File: src/rtl/mem_bank_port_ctrl.sv
// Requester-side driver for one RWx port of a masked register-file bank; optional post-reset sweep to INIT_VALUE.
// Latency: response visible one cycle after request fire, strictly in request order.
// Backpressure: req_ready drops when the 2-entry response FIFO is full; no bypass.

// Generic synchronous FIFO with registered storage cleared on reset.
// Latency: pushed data visible at the head one cycle after the push edge.
// Backpressure: push_rdy low when full; pop on empty is ignored.
module mem_bank_port_ctrl_fifo #(
  parameter int W     = 8,
  parameter int DEPTH = 2
) (
  input  logic         clk,
  input  logic         rst,
  input  logic         push_vld,
  output logic         push_rdy,
  input  logic [W-1:0] push_dat,
  output logic         pop_vld,
  input  logic         pop_rdy,
  output logic [W-1:0] pop_dat
);
  localparam int PW = (DEPTH > 1) ? $clog2(DEPTH) : 1;
  localparam int CW = $clog2(DEPTH + 1);

  logic [W-1:0]  mem [DEPTH];
  logic [PW-1:0] wr_ptr;
  logic [PW-1:0] rd_ptr;
  logic [CW-1:0] cnt;
  logic          do_push;
  logic          do_pop;

  assign push_rdy = (cnt < CW'(DEPTH));
  assign pop_vld  = (cnt != '0);
  assign pop_dat  = mem[rd_ptr];
  assign do_push  = push_vld & push_rdy;
  assign do_pop   = pop_vld & pop_rdy;

  always_ff @(posedge clk or posedge rst) begin
    if (rst) begin
      wr_ptr <= '0;
      rd_ptr <= '0;
      cnt    <= '0;
      for (int i = 0; i < DEPTH; i++) begin
        mem[i] <= '0;
      end
    end else begin
      if (do_push) begin
        mem[wr_ptr] <= push_dat;
        wr_ptr      <= (wr_ptr == PW'(DEPTH - 1)) ? '0 : wr_ptr + 1'b1;
      end
      if (do_pop) begin
        rd_ptr <= (rd_ptr == PW'(DEPTH - 1)) ? '0 : rd_ptr + 1'b1;
      end
      case ({do_push, do_pop})
        2'b10:   cnt <= cnt + 1'b1;
        2'b01:   cnt <= cnt - 1'b1;
        default: cnt <= cnt;
      endcase
    end
  end
endmodule

// Port controller: sweeps the bank after reset, then turns requests into single port cycles.
// Latency: one cycle from fire to rsp_valid; write responses carry the pre-write entry contents.
// Backpressure: req_ready = RUN & (queued responses < 2); held low during reset and sweep.
module mem_bank_port_ctrl #(
  parameter int                        REG_DEPTH     = 4,
  parameter int                        REG_WIDTH     = 64,
  parameter bit                        INIT_ON_RESET = 1'b1,
  parameter logic [REG_WIDTH-1:0]      INIT_VALUE    = '0,
  parameter int                        AW            = (REG_DEPTH > 1) ? $clog2(REG_DEPTH) : 1,
  parameter int                        BW            = REG_WIDTH / 8
) (
  input  logic                 clk,
  input  logic                 rst,
  input  logic                 req_valid,
  output logic                 req_ready,
  input  logic                 req_write,
  input  logic [AW-1:0]        req_addr,
  input  logic [BW-1:0]        req_be,
  input  logic [REG_WIDTH-1:0] req_wdata,
  output logic                 rsp_valid,
  input  logic                 rsp_ready,
  output logic                 rsp_write,
  output logic [REG_WIDTH-1:0] rsp_rdata,
  output logic                 init_done,
  output logic                 mem_wmode,
  output logic [AW-1:0]        mem_addr,
  output logic [REG_WIDTH-1:0] mem_wmask,
  output logic [REG_WIDTH-1:0] mem_wdata,
  input  logic [REG_WIDTH-1:0] mem_rdata
);
  typedef enum logic {ST_INIT, ST_RUN} state_t;

  typedef struct packed {
    logic                 write;
    logic [REG_WIDTH-1:0] rdata;
  } rsp_ent_t;

  state_t               state;
  state_t               state_nxt;
  logic [AW-1:0]        init_cnt;
  logic [AW-1:0]        init_cnt_nxt;
  logic [REG_WIDTH-1:0] be_mask;
  logic                 fifo_push_rdy;
  logic                 fire;
  rsp_ent_t             push_ent;
  rsp_ent_t             pop_ent;

  always_ff @(posedge clk or posedge rst) begin
    if (rst) begin
      state    <= (INIT_ON_RESET != 1'b0) ? ST_INIT : ST_RUN;
      init_cnt <= '0;
    end else begin
      state    <= state_nxt;
      init_cnt <= init_cnt_nxt;
    end
  end

  always_comb begin
    state_nxt    = state;
    init_cnt_nxt = init_cnt;
    case (state)
      ST_INIT: begin
        init_cnt_nxt = init_cnt + 1'b1;
        if (init_cnt == AW'(REG_DEPTH - 1)) begin
          state_nxt = ST_RUN;
        end
      end
      ST_RUN:  state_nxt = ST_RUN;
      default: state_nxt = ST_INIT;
    endcase
  end

  // Gating with rst keeps the port idle for the whole reset pulse, even mid-sweep.
  assign req_ready = (state == ST_RUN) & ~rst & fifo_push_rdy;
  assign fire      = req_valid & req_ready;

  always_comb begin
    be_mask = '0;
    for (int i = 0; i < BW; i++) begin
      be_mask[8*i +: 8] = {8{req_be[i]}};
    end
  end

  always_comb begin
    mem_wmode = 1'b0;
    mem_addr  = req_addr;
    mem_wmask = '0;
    mem_wdata = req_wdata;
    init_done = 1'b0;
    if (!rst) begin
      case (state)
        ST_INIT: begin
          mem_wmode = 1'b1;
          mem_addr  = init_cnt;
          mem_wmask = '1;
          mem_wdata = INIT_VALUE;
        end
        ST_RUN: begin
          init_done = 1'b1;
          mem_wmode = fire & req_write;
          mem_wmask = fire ? be_mask : '0;
        end
        default: begin
          mem_wmode = 1'b0;
        end
      endcase
    end
  end

  // The bank read is combinational, so the captured data predates any write landing at this edge.
  assign push_ent = '{write: req_write, rdata: mem_rdata};

  mem_bank_port_ctrl_fifo #(
    .W     ($bits(rsp_ent_t)),
    .DEPTH (2)
  ) u_rsp_fifo (
    .clk      (clk),
    .rst      (rst),
    .push_vld (fire),
    .push_rdy (fifo_push_rdy),
    .push_dat (push_ent),
    .pop_vld  (rsp_valid),
    .pop_rdy  (rsp_ready),
    .pop_dat  (pop_ent)
  );

  assign rsp_write = pop_ent.write;
  assign rsp_rdata = pop_ent.rdata;
endmodule

File: config.mk
export PLATFORM = sky130hd
export DESIGN_NAME = mem_bank_port_ctrl
export DESIGN_NICKNAME = d
export VERILOG_FILES = /design/src/rtl/mem_bank_port_ctrl.sv
export SDC_FILE = /design/constraint.sdc
export NUM_CORES = 1
export LEC_CHECK = 0
export BUFFER_PORTS_ARGS = -buffer_cell sky130_fd_sc_hd__clkbuf_2
export CAP_MARGIN = 25
export CORE_ASPECT_RATIO = 1.75
export CORE_MARGIN = 10
export CORE_UTILIZATION = 50
export CTS_BUF_LIST = sky130_fd_sc_hd__clkbuf_16
export DETAILED_ROUTE_END_ITERATION = 6
export GPL_TIMING_DRIVEN = 1
export HOLD_SLACK_MARGIN = 0.08
export PLACE_DENSITY_LB_ADDON = 0.15
export SLEW_MARGIN = 25
export SYNTH_ARGS = -nofsm -noshare
export SYNTH_HDL_FRONTEND = slang
export SYNTH_SLANG_ARGS = --single-unit
export TNS_END_PERCENT = 20
File: constraint.sdc
create_clock -name clk -period 6.5 [get_ports clk]
set_input_delay 0 -clock clk [delete_from_list [all_inputs] [get_ports clk]]
set_output_delay 0 -clock clk [all_outputs]
set_load 0.02 [all_outputs]
Yosys cells after proc, flatten, opt, wreduce, memory -nomap -nowiden
Index checks and enable logic that the tools add are counted.
- register bits after elaboration: 137
- latch bits: 0
- output and inout bits: 199
- memory bits (writable): 0
- ROM bits: 0
- memories: 0
- logic and storage cells: 54
- bits of input ports: 143
- add/subtract/negate cells: 5
- multiply operators: 0
- muxes and demuxes: 22
- magnitude comparators: 4
- div/mod/pow operators: 0
- bitwise gates (word level): 10
- equal/unequal tests: 3
- shift-type cells: 0
- reductions and logical operators: 3
- operators by type and width (cell ; count):
    65-bit 2-to-1 mux ; 4
    64-bit 2-to-1 mux ; 4
    130-bit bitwise mux ; 1
    64-bit one-hot mux with 2 select lines ; 1
    65-bit demux with 1-bit select ; 1
    1-bit bitwise AND ; 6
    1-bit 2-to-1 mux ; 6
    2-bit by 1-bit adder with 2-bit output, second input constant ; 2
    2-bit equality test, second input constant ; 2
    2-bit >= comparator, second input constant ; 2
    2-bit 2-to-1 mux ; 2
    1-bit inverter with 2-bit output ; 2
    1-bit one-hot mux with 2 select lines ; 2
    2-bit one-hot mux with 2 select lines ; 1
    2-bit nonzero test ; 2
    1-bit adder, second input constant ; 2
    2-bit by 1-bit equality test with 1-bit output, second input constant ; 1
    2-bit by 1-bit < comparator with 1-bit output, second input constant ; 1
    2-bit < comparator, second input constant ; 1
    1-bit inverter ; 2
    2-bit by 1-bit subtractor with 2-bit output, second input constant ; 1
    1-bit logical AND ; 1

Logic depth before layout (Yosys ltp)
Gate-level depths: netlist of run 1.
- depth in word-level cells: 7
- depth in mapped cells: 6

Modules after synthesis
Synthesis of run 1 repeated with hierarchy kept, for this count alone.
- cell total of the unflattened synthesis: 527
- area total of the unflattened synthesis: 7165.6 µm²
- modules (own cells, without submodules) (module ; instances ; cells each ; area an instance (µm²)):
    mem_bank_port_ctrl_fifo ; 1 ; 364 ; 6018.3
    mem_bank_port_ctrl ; 1 ; 163 ; 1147.4

Least setup slack after synthesis of run 1
OpenSTA, ideal clock, no wires.
- path kind: flip-flop to output port
- start point: register state
- end point: output port mem_wmask[10]
- required time: 6.500 ns
- data arrival time: 1.677 ns
- cell stages (with the launch flop): 6
- setup slack: 4.823 ns
- cells stage by stage: dfrtp_1 > nor2_1 > clkbuf_1 > clkbuf_1 > a21o_1 > buf_4
- cells in the longest elaborated chain, start to end: 6
- elaborated cells on any way between the ends: 7
- classes of those cells: mux (3); bitwise (4)
- RTL lines (item ; line ; text):
    from (decl) ; 99 ; state_t state;
    from (signal assigned) ; 111 ; state <= (INIT_ON_RESET != 1'b0) ? ST_INIT : ST_RUN;
    from (signal assigned) ; 114 ; state <= state_nxt;
    1-bit bitwise AND (2 in series) ; 135 ; assign req_ready = (state == ST_RUN) & ~rst & fifo_push_rdy;
    1-bit bitwise AND ; 136 ; assign fire = req_valid & req_ready;
    64-bit 2-to-1 mux ; 162 ; mem_wmask = fire ? be_mask : '0;
    64-bit one-hot mux with 2 select lines * ; 152 ; case (state)
    64-bit 2-to-1 mux * ; 151 ; if (!rst) begin
    to (decl) ; 88 ; output logic [REG_WIDTH-1:0] mem_wmask,
Mark *: on every way between the ends. The rest lies on a longest branch, timed or not.

Worst setup path after layout of run 1
- start point: register state
- end point: register u_rsp_fifo.mem[120] (netlist name)
- cells in the longest elaborated chain, start to end: 4
- RTL lines (item ; line ; text):
    1-bit bitwise AND (2 in series) ; 135 ;
    1-bit bitwise AND ; 136 ;
    1-bit bitwise AND ; 34 ; assign do_push = push_vld & push_rdy;
    to (signal, indexed assignment) ; 47 ; mem[wr_ptr] <= push_dat;
    to (decl) ; 24 ; logic [W-1:0] mem [DEPTH];
Every way passes these cells.
A chain may end at the register's enable or synchronous reset.

==> results of run 1 <==
worst min-delay path, stage by stage:
cell	delay, ps
sky130_fd_sc_hd__clkbuf_2	80
sky130_fd_sc_hd__and4bb_2	300
sky130_fd_sc_hd__inv_1	180
sky130_fd_sc_hd__xnor2_1	90
cell usage after synthesis, drive strengths merged:
cell    count
buf        75
nor2b      66
or2         2
nand2       1
and2        1
and4bb      1
mux2      198
nor2        3
a21o        9
clkbuf     11
dfrtp     137
ha          2
xor2        2
xnor2       4
inv         2
cells by family after synthesis:
group	after synthesis
and+or+nand+nor	74
AOI/OAI and AO/OA	9
muxes	198
xor gates and xnor gates	6
adders and majority gates	2
DFF	137
buffers and inverters	88
power by group through the flow:
| stage | combinational (mW) | sequential [mW] | clock, mW |
|---|---|---|---|
| 5_1_grt | 2.19 | 1.54 | 1.04 |
| 4_1_cts | 2.08 | 1.49 | 1.00 |
| 2_1_floorplan | 1.51 | 1.42 | 0 |
| 6_report | 2.05 | 1.49 | 0.988 |
| 3_3_place_gp | 2.00 | 1.46 | 0 |
| 3_5_place_dp | 2.04 | 1.50 | 0 |
registers in the layout, summed over array words and instances (netlist names):
signal / count
u_rsp_fifo.mem: 130
init_cnt: 2
u_rsp_fifo.cnt: 2
state: 1
u_rsp_fifo.rd_ptr: 1
u_rsp_fifo.wr_ptr: 1
worst min path at each step:
stage / startpoint / endpoint / cells past startpoint
6_report: req_valid / u_rsp_fifo.wr_ptr / 4
5_1_grt: req_valid / u_rsp_fifo.wr_ptr / 4
4_1_cts: req_valid / u_rsp_fifo.wr_ptr / 4
3_5_place_dp: mem_rdata[43] / u_rsp_fifo.mem[43] / 2
3_3_place_gp: mem_rdata[44] / u_rsp_fifo.mem[44] / 2
2_1_floorplan: rst / init_done / 1
metal layers:
metal  part of all wire (%)  vias to the layer above  GRT usage, %
li1                       -                     2406             -
met1                     37                     2572          26.4
met2                     52                      234          40.9
met3                    8.5                       43          9.42
met4                    2.6                        4          8.61
met5                   0.12                        -             0
through the flow:
stage	instances	hold slack (ps)	utilization, %	power [mW]
after global placement	948	233	61.3	3.46
final	1051	282	71.0	4.53
after CTS	1046	279	70.9	4.57
after detailed placement	948	236	61.3	3.53
after global routing	1048	333	70.9	4.77
after floorplan	514	82.6	-	2.93
what timing repair did:
item | 4_1_cts | 5_1_grt
hold buffers | 67 | 0
endpoints found under the hold margin | 212 | 0
endpoints found under the setup margin | 0 | 0
gates resized for setup | 0 | 0
layout make-up:
cell class	count	area, sq um
flip-flops and latches	137	3430
inverters	2	12.5
fillers	1015	3910
well taps	174	218
multi-input cells	289	2850
clock inverters	14	183
repair buffers	413	2410
diodes	5	12.5
clock buffers	17	425
==> impl_metrics.prom, run 1 <==
# TYPE chip_impl_metric gauge
chip_impl_info{name="status",value="completed"} 1
chip_impl_metric{name="antenna_found_initial",unit=""} 5
chip_impl_metric{name="clockPowerShare",unit="%"} 21.8
chip_impl_metric{name="place_congestion",unit=""} 0.896
chip_impl_info{name="synth_top_area_cell",value="sky130_fd_sc_hd__dfrtp_1"} 1
chip_impl_metric{name="fin_area",unit="sq um"} 9550
chip_impl_metric{name="top_level_ports",unit=""} 342
chip_impl_metric{name="timing.final.crit_period",unit="ps"} 2760
chip_impl_metric{name="tritoncts_buffers",unit=""} 17
chip_impl_metric{name="synth_compound_area_share",unit="%"} 0.978
chip_impl_metric{name="avgRoutedWirePerCell",unit="um"} 22.0
chip_impl_metric{name="yosys_register_bits",unit=""} 137
chip_impl_metric{name="timing.final.crit_share",unit="%"} 42.5
chip_impl_info{name="worstSetupEndpoint",value="u_rsp_fifo.mem[120]"} 1
chip_impl_metric{name="synth_cell_types",unit=""} 18
chip_impl_metric{name="ys.warnings.count",unit=""} 0
chip_impl_metric{name="p_seq_share",unit="%"} 32.9
chip_impl_metric{name="route.detailed.vias_per_inst",unit=""} 5.00
chip_impl_metric{name="hold_violations",unit=""} 0
chip_impl_metric{name="path_max_fanout",unit=""} 47
chip_impl_metric{name="critical_path_buffer_and_inverter_count",unit=""} 2
chip_impl_metric{name="pin_count_of_the_biggest_net_entering_global_routing",unit=""} 83
chip_impl_metric{name="rows",unit=""} 56
chip_impl_info{name="clockRootBuffer",value="sky130_fd_sc_hd__clkbuf_16"} 1
chip_impl_metric{name="finalSetupViolations",unit=""} 0
chip_impl_info{name="crit_path_end_kind",value="flip-flop"} 1
chip_impl_metric{name="maxCapViolations",unit=""} 0
chip_impl_metric{name="drive_above_1_share",unit="%"} 66.2
chip_impl_info{name="critical_path.reg2reg.endpoint",value="u_rsp_fifo.mem[120]"} 1
chip_impl_metric{name="synth_area_in_xor_xnor",unit="%"} 0.761
chip_impl_metric{name="grt_usage",unit="%"} 24.1
chip_impl_metric{name="peakVddDrop",unit="uV"} 195
chip_impl_metric{name="synth_fp_nets",unit=""} 659
chip_impl_info{name="final_cell_mix",value="sky130_fd_sc_hd__clkbuf_2 (341), sky130_fd_sc_hd__mux2_2 (195), sky130_fd_sc_hd__dfrtp_1 (136), sky130_fd_sc_hd__dlygate4sd3_1 (67), sky130_fd_sc_hd__nor2b_1 (66)"} 1
chip_impl_metric{name="numClockSinks",unit=""} 137
chip_impl_info{name="worst-setup-path-type",value="reg -> reg"} 1
chip_impl_metric{name="power.internal",unit="mW"} 2.87
chip_impl_metric{name="initial_utilization",unit="%"} 51.3
chip_impl_metric{name="final-max-slew-violation-count",unit=""} 0
chip_impl_info{name="worst_setup_path_startpoint",value="state"} 1
chip_impl_info{name="cp_cell_sequence",value="and4bb_2 > inv_1 > nor2_4 > buf_4 > mux2_2"} 1
chip_impl_metric{name="syn_avg_cell_area",unit="sq um"} 13.4
chip_impl_metric{name="cts.clk_slew.worst_paths",unit="ps"} 60
chip_impl_metric{name="synth_simple_gate_area_share",unit="%"} 6.68
chip_impl_metric{name="preCtsSetupSlack",unit="ps"} 3730
chip_impl_info{name="tritoncts_clock_tree",value="yes"} 1
chip_impl_metric{name="nets",unit=""} 1005
chip_impl_metric{name="post-synth-top-area-fraction",unit="%"} 49.6
chip_impl_metric{name="cp.required",unit="ps"} 6800
chip_impl_metric{name="pwr-share-comb",unit="%"} 45.3
chip_impl_metric{name="peak_per_stage_delay_on_the_critical_path",unit="ps"} 640
chip_impl_info{name="synth_top_family_by_area",value="multiplexers"} 1
chip_impl_metric{name="synth_mux_area_share",unit="%"} 32.3
chip_impl_metric{name="fp.dieH",unit="um"} 175
chip_impl_metric{name="final.setup_skew",unit="ps"} 11.0
chip_impl_metric{name="drt_wl_total",unit="um"} 23100
chip_impl_metric{name="postCtsSetupBuffers",unit=""} 0
chip_impl_metric{name="die_area",unit="sq um"} 19100
chip_impl_metric{name="syn_inst",unit=""} 514
chip_impl_metric{name="leakagePower",unit="nW"} 4.84
chip_impl_metric{name="maximum_buffer_depth_of_the_clock_tree",unit=""} 2
chip_impl_metric{name="switching_share",unit="%"} 36.6
chip_impl_metric{name="net-switching-power",unit="mW"} 1.66
chip_impl_metric{name="post_synth_fa_ha_maj_area_fraction",unit="%"} 0.362
chip_impl_metric{name="drt_pass1_iterations",unit=""} 4
chip_impl_metric{name="detailed_place.area",unit="sq um"} 8250
chip_impl_metric{name="timing_worst_slew_pin_value",unit="ps"} 919
chip_impl_metric{name="critPathArrivalTime",unit="ps"} 3060
chip_impl_metric{name="worstSkewPairLatency",unit="ps"} 420
chip_impl_metric{name="postRouteAntennaNets",unit=""} 0
chip_impl_metric{name="power_density",unit="nW/um^2"} 475
chip_impl_metric{name="first_iter_violations",unit=""} 191
chip_impl_metric{name="synth-seq-area-share",unit="%"} 49.6
chip_impl_metric{name="crit_cells",unit=""} 5
chip_impl_metric{name="fin_tns_setup",unit="ps"} 0
chip_impl_info{name="layout_commonest_cell",value="sky130_fd_sc_hd__clkbuf_2"} 1
chip_impl_metric{name="max-slew-margin-rel",unit="%"} 38.8
chip_impl_metric{name="grt_pass1_wl",unit="um"} 34400
chip_impl_metric{name="port_buffers",unit=""} 341
chip_impl_metric{name="cts_htree_levels",unit=""} 4
chip_impl_info{name="critical_path.startpoint_type",value="flip-flop"} 1
chip_impl_metric{name="post_synth_instance_area",unit="sq um"} 6910
chip_impl_info{name="unrepaired_setup_endpoints_after_global_routing",value="no"} 1
chip_impl_metric{name="setup.reg_to_reg.worst_slack",unit="ps"} 3740
chip_impl_metric{name="grt_pass1_vias",unit=""} 6133
chip_impl_info{name="post_synth_main_area_contributors",value="sky130_fd_sc_hd__dfrtp_1 (50%), sky130_fd_sc_hd__mux2_2 (32%), sky130_fd_sc_hd__buf_4 (6.2%)"} 1
chip_impl_metric{name="drc_errors_left",unit=""} 0
chip_impl_info{name="slowest_stage",value="sky130_fd_sc_hd__buf_4"} 1
chip_impl_info{name="worst_r2r_startpoint",value="state"} 1
chip_impl_metric{name="area_growth_syn_to_layout",unit="%"} 38.2
chip_impl_metric{name="placeableCoreArea",unit="sq um"} 13500
chip_impl_metric{name="grt_remaining_overflow",unit=""} 0
chip_impl_metric{name="routed-via-count",unit=""} 5259
chip_impl_metric{name="max_freq",unit="GHz"} 0.362
chip_impl_metric{name="setup_slack",unit="ps"} 3740
chip_impl_metric{name="chipWidth",unit="um"} 109
chip_impl_info{name="cp_top_family",value="simple AND/OR/NAND/NOR gates"} 1
chip_impl_metric{name="worst_r2r_path_depth",unit=""} 5
chip_impl_info{name="min_path_type",value="in -> reg"} 1
chip_impl_metric{name="detailed_place_hpwl",unit="um"} 17800
Note: power is estimated with default switching activity, not from simulation.
==> run 2: changes to the inputs <==
CORE_UTILIZATION = 42   (was 50)
clock period = 2.5 ns   (was 6.5 ns; I/O delays follow)
==> run 2 against run 1 <==
  * Routed wire length increased by 1.2%
  * Flip-flop and latch count unchanged
  * Worst hold slack improved by 17 ps
  * Critical path type unchanged
==> impl_metrics.prom, run 2 (synthesized netlist as in run 1, its figures left out) <==
# TYPE chip_impl_metric gauge
chip_impl_info{name="status",value="completed"} 1
chip_impl_metric{name="route.detailed.vias_per_inst",unit=""} 4.96
chip_impl_info{name="cp_top_family",value="simple AND/OR/NAND/NOR gates"} 1
chip_impl_info{name="worst_r2r_startpoint",value="state"} 1
chip_impl_metric{name="preCtsSetupSlack",unit="ps"} 365
chip_impl_metric{name="timing.final.crit_share",unit="%"} 85.7
chip_impl_metric{name="fin_tns_setup",unit="ps"} 0
chip_impl_metric{name="cp.required",unit="ps"} 2790
chip_impl_metric{name="cts_htree_levels",unit=""} 4
chip_impl_metric{name="chipWidth",unit="um"} 117
chip_impl_metric{name="report.power.total",unit="mW"} 11.6
chip_impl_metric{name="max_freq",unit="GHz"} 0.467
chip_impl_metric{name="numClockSinks",unit=""} 137
chip_impl_metric{name="grt_pass1_wl",unit="um"} 34900
chip_impl_metric{name="detailed_place.area",unit="sq um"} 8370
chip_impl_metric{name="port_buffers",unit=""} 341
chip_impl_metric{name="top_level_ports",unit=""} 342
chip_impl_info{name="crit_path_end_kind",value="flip-flop"} 1
chip_impl_metric{name="setup.reg_to_reg.worst_slack",unit="ps"} 360
chip_impl_metric{name="nets",unit=""} 1009
chip_impl_metric{name="grt_remaining_overflow",unit=""} 0
chip_impl_info{name="layout_commonest_cell",value="sky130_fd_sc_hd__clkbuf_2"} 1
chip_impl_metric{name="path_max_fanout",unit=""} 11
chip_impl_metric{name="final.setup_skew",unit="ps"} 7.82
chip_impl_metric{name="timing_worst_slew_pin_value",unit="ps"} 774
chip_impl_metric{name="drt_pass1_iterations",unit=""} 4
chip_impl_metric{name="drive_above_1_share",unit="%"} 66.6
chip_impl_info{name="cp_cell_sequence",value="and4bb_2 > inv_1 > nor2_4 > buf_4 > mux2_2"} 1
chip_impl_metric{name="power_density",unit="nW/um^2"} 1200
chip_impl_info{name="hold_start",value="req_valid"} 1
chip_impl_metric{name="num-fill-cells",unit=""} 1397
chip_impl_metric{name="leakagePower",unit="nW"} 4.85
chip_impl_metric{name="peakVddDrop",unit="uV"} 527
chip_impl_metric{name="finalSetupViolations",unit=""} 0
chip_impl_metric{name="critical_path_buffer_and_inverter_count",unit=""} 2
chip_impl_metric{name="initial_utilization",unit="%"} 42.4
chip_impl_info{name="tritoncts_clock_tree",value="yes"} 1
chip_impl_metric{name="fp.dieH",unit="um"} 190
chip_impl_metric{name="pin_count_of_the_biggest_net_entering_global_routing",unit=""} 78
chip_impl_metric{name="tritoncts_buffers",unit=""} 17
chip_impl_metric{name="critPathArrivalTime",unit="ps"} 2430
chip_impl_metric{name="peak_per_stage_delay_on_the_critical_path",unit="ps"} 480
chip_impl_metric{name="cts.clk_slew.worst_paths",unit="ps"} 60
chip_impl_metric{name="rows",unit=""} 62
chip_impl_metric{name="postCtsSetupBuffers",unit=""} 0
chip_impl_metric{name="routed-via-count",unit=""} 5331
chip_impl_metric{name="maximum_buffer_depth_of_the_clock_tree",unit=""} 2
chip_impl_metric{name="placeableCoreArea",unit="sq um"} 16300
chip_impl_metric{name="first_iter_violations",unit=""} 204
chip_impl_metric{name="worstSkewPairLatency",unit="ps"} 410
chip_impl_metric{name="hold_violations",unit=""} 0
chip_impl_info{name="max_flop_register",value="u_rsp_fifo.mem"} 1
chip_impl_info{name="final_cell_mix",value="sky130_fd_sc_hd__clkbuf_2 (341), sky130_fd_sc_hd__mux2_2 (195), sky130_fd_sc_hd__dfrtp_1 (136), sky130_fd_sc_hd__dlygate4sd3_1 (67), sky130_fd_sc_hd__nor2b_1 (66)"} 1
chip_impl_info{name="slowest_stage",value="sky130_fd_sc_hd__dfrtp_1"} 1
chip_impl_info{name="unrepaired_setup_endpoints_after_global_routing",value="no"} 1
chip_impl_metric{name="antenna_found_initial",unit=""} 7
chip_impl_metric{name="grt_usage",unit="%"} 21.0
chip_impl_metric{name="die_area",unit="sq um"} 22200
chip_impl_metric{name="avgRoutedWirePerCell",unit="um"} 21.8
chip_impl_metric{name="fin_area",unit="sq um"} 9600
chip_impl_metric{name="timing.final.crit_period",unit="ps"} 2140
chip_impl_metric{name="grt_pass1_vias",unit=""} 6153
chip_impl_info{name="clockRootBuffer",value="sky130_fd_sc_hd__clkbuf_16"} 1
chip_impl_metric{name="postRouteAntennaNets",unit=""} 0
chip_impl_info{name="worst_setup_path_startpoint",value="state"} 1
chip_impl_metric{name="largest_register_ffs",unit=""} 130
chip_impl_metric{name="maxCapViolations",unit=""} 0
chip_impl_metric{name="setup_slack",unit="ps"} 357
chip_impl_metric{name="detailed_place_hpwl",unit="um"} 18100
chip_impl_metric{name="area_growth_syn_to_layout",unit="%"} 39.0
chip_impl_metric{name="max-slew-margin-rel",unit="%"} 48.4
chip_impl_metric{name="drc_errors_left",unit=""} 0
chip_impl_info{name="critical_path.startpoint_type",value="flip-flop"} 1
chip_impl_metric{name="drt_wl_total",unit="um"} 23400
chip_impl_metric{name="final-max-slew-violation-count",unit=""} 0
chip_impl_info{name="top_regs",value="u_rsp_fifo.mem (130), init_cnt (2), u_rsp_fifo.cnt (2)"} 1
chip_impl_info{name="min_path_type",value="in -> reg"} 1
chip_impl_metric{name="place_congestion",unit=""} 0.798
chip_impl_info{name="worst-setup-path-type",value="reg -> reg"} 1
-- run 2: changes by cell type in the layout (fill, tap and decap cells not counted), moves of 2 or more --
cell and delta:
sky130_fd_sc_hd__clkinv_4 -2, sky130_fd_sc_hd__buf_4 -2, sky130_fd_sc_hd__clkinv_2 +4, sky130_fd_sc_hd__bufinv_16 -3, sky130_fd_sc_hd__clkinvlp_4 +4, sky130_fd_sc_hd__buf_12 +5
-- run 2: final cells by class --
cell class | count | area, sq um | share of cell area [%]
Sequential cell | 137 | 3430 | 35.7
Multi-Input combinational cell | 289 | 2860 | 29.8
Timing Repair Buffer | 417 | 2510 | 26.2
Clock buffer | 17 | 425 | 4.43
Tap cell | 192 | 240 | 2.50
Clock inverter | 14 | 110 | 1.15
Antenna cell | 6 | 15.0 | 0.156
Inverter | 2 | 11.3 | 0.117
-- run 2: layer usage --
metal / wire (um) / vias to the layer above / global-route usage, %
met5: 28 / - / 0
met3: 2290 / 31 / 8.70
li1: - / 2406 / -
met1: 9400 / 2633 / 24.8
met2: 11300 / 255 / 33.6
met4: 415 / 6 / 6.45
-- run 2: worst paths after layout --
path / end / cells past startpoint
max: u_rsp_fifo.mem[88] / 5
min: u_rsp_fifo.wr_ptr / 4
max reg2reg: u_rsp_fifo.mem[88] / 5
min reg2reg: u_rsp_fifo.mem[25] / 1
max in group asynchronous: u_rsp_fifo.rd_ptr / 4
min in group asynchronous: state / 4
-- run 2: tightest hold or removal path: stages --
cell and delay (ps):
sky130_fd_sc_hd__clkbuf_2 90, sky130_fd_sc_hd__and4bb_2 320, sky130_fd_sc_hd__inv_1 180, sky130_fd_sc_hd__xnor2_1 80
-- run 2: timing repair --
item / 4_1_cts / 5_1_grt
gates resized for setup: 0 / 0
endpoints found under the hold margin: 268 / 0
hold buffers: 67 / 0
-- run 2: metrics by stage --
stage / utilization (%) / hold WS, ps / cells
global route: 58.8 / 344 / 1068
finish: 58.9 / 299 / 1074
global placement: 51.4 / 226 / 970
floorplan: - / 82.6 / 514
CTS: 58.8 / 284 / 1068
detailed placement: 51.4 / 240 / 970
-- run 2: power by group --
part	switching [mW]	internal, mW
Combinational	2.86	2.54
Sequential	0.558	3.33
Clock	0.930	1.34
Total	4.35	7.21
